**config.mk**
```make
export PLATFORM = sky130hd
export DESIGN_NAME = switch_toggle_bank
export DESIGN_NICKNAME = d
export VERILOG_FILES = /design/src/rtl/switch_bank_pkg.sv /design/src/rtl/switch_debounce.sv /design/src/rtl/switch_toggle_bank.sv
export SDC_FILE = /design/constraint.sdc
export NUM_CORES = 1
export LEC_CHECK = 0
export ABC_AREA = 1
export BUFFER_PORTS_ARGS = -buffer_cell sky130_fd_sc_hd__clkbuf_2
export CORE_ASPECT_RATIO = 1.1
export CORE_MARGIN = 2
export CORE_UTILIZATION = 45
export DETAILED_ROUTE_END_ITERATION = 10
export PLACE_DENSITY_LB_ADDON = 0.08
export SLEW_MARGIN = 30
export SYNTH_ARGS = -nofsm -noshare
export SYNTH_HDL_FRONTEND = slang
export SYNTH_SLANG_ARGS = --single-unit
```
**constraint.sdc**
```tcl
create_clock -name clk -period 1.8 [get_ports clk]
set_input_delay 0.18 -clock clk [delete_from_list [all_inputs] [get_ports clk]]
set_output_delay 0.18 -clock clk [all_outputs]
set_load 0.05 [all_outputs]
```
**src/rtl/switch_bank_pkg.sv**
```systemverilog
// Shared constants and helpers for the switch_toggle_bank front end.
// Edge-mode encodings and counter width sizing used by the top and per-channel debouncer.
package switch_bank_pkg;

    localparam int EDGE_FALL = 0;
    localparam int EDGE_RISE = 1;
    localparam int EDGE_BOTH = 2;

    // Width needed to hold values 0..n-1, never narrower than one bit.
    function automatic int cnt_width(input int n);
        return (n > 1) ? $clog2(n) : 1;
    endfunction

endpackage

```
**src/rtl/switch_debounce.sv**
```systemverilog
// One switch channel: input synchroniser, debounce counter, debounced level and edge pulse.
// o_fire is the combinational "event this edge" flag so the owner can update on the same edge.
module switch_debounce
    import switch_bank_pkg::*;
#(
    parameter int SYNC_STAGES     = 2,
    parameter int DEBOUNCE_CYCLES = 250000,
    parameter int EDGE_MODE       = EDGE_FALL
) (
    input  logic clk,
    input  logic rst_n,
    input  logic i_switch,
    output logic o_state,
    output logic o_event,
    output logic o_fire
);

    localparam int              CNT_W    = cnt_width(DEBOUNCE_CYCLES);
    localparam logic [CNT_W-1:0] CNT_LAST = CNT_W'(DEBOUNCE_CYCLES - 1);

    logic [SYNC_STAGES-1:0] sync_q, sync_d;
    logic [CNT_W-1:0]       cnt_q, cnt_d;
    logic                   state_q, state_d;
    logic                   event_q, event_d;
    logic                   sync;
    logic                   accept;
    logic                   edge_match;

    assign sync = sync_q[SYNC_STAGES-1];

    always_comb begin
        sync_d  = {sync_q[SYNC_STAGES-2:0], i_switch};
        cnt_d   = '0;
        state_d = state_q;
        accept  = 1'b0;
        // Any sample agreeing with the accepted level restarts the stability window.
        if (sync != state_q) begin
            if (cnt_q == CNT_LAST) begin
                state_d = sync;
                accept  = 1'b1;
            end else begin
                cnt_d = cnt_q + 1'b1;
            end
        end
    end

    always_comb begin
        edge_match = (EDGE_MODE == EDGE_BOTH)
                   || ((EDGE_MODE == EDGE_FALL) && !sync)
                   || ((EDGE_MODE == EDGE_RISE) && sync);
        event_d    = accept && edge_match;
    end

    always_ff @(posedge clk or negedge rst_n) begin
        if (!rst_n) begin
            sync_q  <= '1;
            cnt_q   <= '0;
            state_q <= 1'b1;
            event_q <= 1'b0;
        end else begin
            sync_q  <= sync_d;
            cnt_q   <= cnt_d;
            state_q <= state_d;
            event_q <= event_d;
        end
    end

    assign o_state = state_q;
    assign o_event = event_q;
    assign o_fire  = event_d;

endmodule

```
**src/rtl/switch_toggle_bank.sv**
```systemverilog
// N-channel push-button front end: debounced levels, edge pulses and per-channel LED toggle latches.
// Define SWITCH_BANK_LONGPRESS_EN to add the per-channel long-press pulse output.
module switch_toggle_bank
    import switch_bank_pkg::*;
#(
    parameter int N_CH            = 4,
    parameter int SYNC_STAGES     = 2,
    parameter int DEBOUNCE_CYCLES = 250000,
    parameter int EDGE_MODE       = EDGE_FALL,
    parameter int LONG_CYCLES     = 50000000
) (
    input  logic            clk,
    input  logic            rst_n,
    input  logic [N_CH-1:0] i_switch,
    input  logic            i_clear,
    output logic [N_CH-1:0] o_led,
    output logic [N_CH-1:0] o_state,
    output logic [N_CH-1:0] o_event,
    output logic [N_CH-1:0] o_long_press
);

    logic [N_CH-1:0] fire;
    logic [N_CH-1:0] led_q, led_d;

    for (genvar g = 0; g < N_CH; g++) begin : g_ch
        switch_debounce #(
            .SYNC_STAGES    (SYNC_STAGES),
            .DEBOUNCE_CYCLES(DEBOUNCE_CYCLES),
            .EDGE_MODE      (EDGE_MODE)
        ) u_debounce (
            .clk     (clk),
            .rst_n   (rst_n),
            .i_switch(i_switch[g]),
            .o_state (o_state[g]),
            .o_event (o_event[g]),
            .o_fire  (fire[g])
        );
    end

    // Clear beats a coincident toggle; the event pulse itself is unaffected.
    always_comb begin
        led_d = i_clear ? '0 : (led_q ^ fire);
    end

    always_ff @(posedge clk or negedge rst_n) begin
        if (!rst_n) begin
            led_q <= '0;
        end else begin
            led_q <= led_d;
        end
    end

    assign o_led = led_q;

`ifdef SWITCH_BANK_LONGPRESS_EN
    localparam int               HOLD_W   = cnt_width(LONG_CYCLES + 1);
    localparam logic [HOLD_W-1:0] HOLD_MAX = HOLD_W'(LONG_CYCLES);

    logic [HOLD_W-1:0] hold_q [N_CH];
    logic [HOLD_W-1:0] hold_d [N_CH];
    logic [N_CH-1:0]   long_q, long_d;

    // Hold counter saturates at the threshold so each hold yields a single pulse.
    always_comb begin
        for (int k = 0; k < N_CH; k++) begin
            hold_d[k] = '0;
            long_d[k] = 1'b0;
            if (!o_state[k]) begin
                hold_d[k] = (hold_q[k] == HOLD_MAX) ? hold_q[k] : hold_q[k] + 1'b1;
                long_d[k] = (hold_q[k] == HOLD_MAX - 1'b1);
            end
        end
    end

    always_ff @(posedge clk or negedge rst_n) begin
        if (!rst_n) begin
            for (int k = 0; k < N_CH; k++) begin
                hold_q[k] <= '0;
            end
            long_q <= '0;
        end else begin
            for (int k = 0; k < N_CH; k++) begin
                hold_q[k] <= hold_d[k];
            end
            long_q <= long_d;
        end
    end

    assign o_long_press = long_q;
`else
    assign o_long_press = '0;
`endif

endmodule
```
==> flow_summary.toml <==
[pwr]
vdd_drop_max_v = 0.000658
leakagePower_uw = 0.00254
p_per_area_mw_per_mm2 = 745
p_total_uw = 4280

[clock_tree]
cts_buffers = 9
cts_resized = 0
cts_tree = "done"
clkSinkCount = 92
root_buffer = "clkbuf_16"
clk_path_buf_depth = 2
clkTransAtPathRegs_ns = 0.07
clk_latency_ns = 0.35
cts_htree_levels = 3

[placement]
gp_congestion = 0.896
hpwlAfterDp_um = 8020
dp_cells = 837
port-buffer-count = 18

[timing]
clock_skew_ns = 0.00624
fmax_ghz = 0.605
hold_viol = 0
hold_slack_ns = 0.162
min_period_ns = 1.65
rsz0062_at_grt = "no"
fin_crit_sh = 0.918
drv_slew = 0
final-setup-viol-count = 0
slew_headroom = 0.671
tightest_slew_ns = 0.489
tns_ns = 0

[routing]
firstDrtPassIters = 4
wl_per_cell_um = 12.3
remaining_drc_errors = 0
ant_nets = 0
first_iter_violations = 142
vias_per_cell = 4.79
wirelength_um = 10500
vias = 4112

[finish]
fill_cells = 1084
drive_gt1_frac = 0.138
multi_input_area_mm2 = 0.00241
area_delta_synth_final_pct = 12.6
seqCellArea_mm2 = 0.00232
layout.nets = 717
final_util = 0.521
diodes = 0
final_cells = 858

[grt]
antenna_found_initial = 0
grt_max_degree = 35
grt_pass1_wl_um = 18600
overflow = 0
grt_pass1_vias = 3965
grt_usage = 0.192

[yosys]
synthTopCellsByArea = "dfrtp_1, nor2_1, nand2_1"
synth_compound_area_frac = 0.0316
yosysWarnings = 0
synthAdderAreaFrac = 0.00981
synth_edf_count = 0
ys.flop_type = "dfrtp_1"
syn-cell-area_mm2 = 0.00510
synth_mux_area_frac = 0
synthSimpleGateAreaFrac = 0.367
synthArstFlopShare = 1.00
netlist_instances = 672
synth_largest_type_area_fraction = 0.393
synth_top_family_by_area = "simple AND/OR/NAND/NOR gates"
synth.most_common_cell = "nor2_1"
yosysUniqueCellTypes = 33
synth_seq_cells = 92
synth_top_area_cell = "dfrtp_1"
synth_common_cells = "nor2_1, nand2_1, dfrtp_1"
yosysSeqAreaShare = 0.454
avgSynthCellArea_um2 = 7.59
synth_xor_area_frac = 0.0618

[critical_path]
start_kind = "flip-flop"
path_buf_inv = 0
slowest_stage = "dfrtp_1"
path_class = "flip-flop to flip-flop"
cp.required_ns = 2.02
endpoint_kind = "flip-flop"
worstPathCellList = "ha_1 -> nand3_1 -> nor2_1 -> nand2_2 -> o21ai_2 -> nor2_1"
worstPathMaxFanout = 8
arrival_ns = 1.88
cpLargestDelayFamily = "simple AND/OR/NAND/NOR gates"
path_common_cell = "nor2_1"
slowest_delay_ns = 0.43

[floorplan]
io_pins = 23
initial_utilization = 0.463
core_mm2 = 0.0110
die_y_um = 116
die-area_mm2 = 0.0122
die_w_um = 106
rows = 40

[outcome]
outcome = "complete, no violations"

[worst_hold_path]
hp-class = "input port to flip-flop"

[run]
maxCapViolations = 0
cell families (layout without fill, tap and decap cells):
kind of cell	after synthesis	count (layout)
AOI/OAI and AO/OA	24	24
xor gates and xnor gates	36	36
adders and majority gates	4	4
buffers and inverters	90	126
DFF	92	92
other	1	4
and+or+nand+nor	425	425
worst paths after layout:
| kind | startpoint | end | slack (ns) | cells after the start |
|---|---|---|---|---|
| worst min register to register | g_ch[1].u_debounce.sync_q[0] | g_ch[1].u_debounce.sync_q[1] | 0.36 | 0 |
| worst min-delay path | i_clear | o_led[3] | 0.16 | 4 |
| max in group asynchronous | rst_n | g_ch[0].u_debounce.sync_q[0] | 0.87 | 3 |
| worst max-delay path | g_ch[1].u_debounce.cnt_q[0] | g_ch[1].u_debounce.cnt_q[9] | 0.15 | 6 |
| worst max register to register | g_ch[1].u_debounce.cnt_q[0] | g_ch[1].u_debounce.cnt_q[9] | 0.15 | 6 |
| min in group asynchronous | rst_n | g_ch[0].u_debounce.cnt_q[16] | 0.32 | 2 |
repair_timing:
action / 4_1_cts / 5_1_grt
hold endpoints to repair: 27 / 0
hold buffers: 5 / 0
setup buffers: 0 / 0
state kept, by name, indices dropped and copies added (netlist names):
signal / cells
o_led: 4
g_ch.u_debounce.sync_q: 8
g_ch.u_debounce.o_state: 4
g_ch.u_debounce.cnt_q: 72
g_ch.u_debounce.o_event: 4
worst min-delay path: stages:
cell,delay (ns)
clkbuf_2,0.07
inv_1,0.10
nand2_1,0.09
nor2_1,0.03
area by class of cell:
type                            count  share of cell area
Multi-Input combinational cell    493               0.420
Sequential cell                    92               0.404
Inverter                           78              0.0510
Clock buffer                       11              0.0440
Timing Repair Buffer               32              0.0388
Tap cell                          147              0.0320
Clock inverter                      5              0.0105
metal layers:
metal,GRT usage,wire [um]
met3,0.0394,390
met2,0.312,4850
met5,0,0
met4,0.0719,184
met1,0.255,5110
where the power goes:
| part | switching [uW] | internal [uW] | total [uW] | leakage, uW |
|---|---|---|---|---|
| Clock | 803 | 1150 | 1960 | 0.000152 |
| Combinational | 127 | 57.8 | 184 | 0.00115 |
| Sequential | 27.8 | 2110 | 2130 | 0.00123 |
| Total | 957 | 3320 | 4280 | 0.00254 |
layout by cell type (no fill, tap or decap), types with 5 or more instances in the layout:
| cell type | count |
|---|---|
| nor2_1 | 163 |
| nand2_1 | 154 |
| dfrtp_1 | 80 |
| inv_1 | 73 |
| nand3_1 | 46 |
| xor2_1 | 25 |
| nor2_2 | 17 |
| clkbuf_2 | 17 |
| nand4_1 | 15 |
| dfstp_2 | 12 |
| xnor2_1 | 11 |
| a21oi_1 | 10 |
| clkbuf_16 | 9 |
| buf_4 | 9 |
| nor3_1 | 5 |
| inv_2 | 5 |
| dlygate4sd3_1 | 5 |
through the flow:
stage	area, um2	setup slack (ns)
final	5740	0.148
after global routing	5740	0.00250
after CTS	5740	0.137
after detailed placement	5380	0.139
after global placement	5380	0.242
after floorplan	5110	0.397
Power figures use the tool's default switching activity.
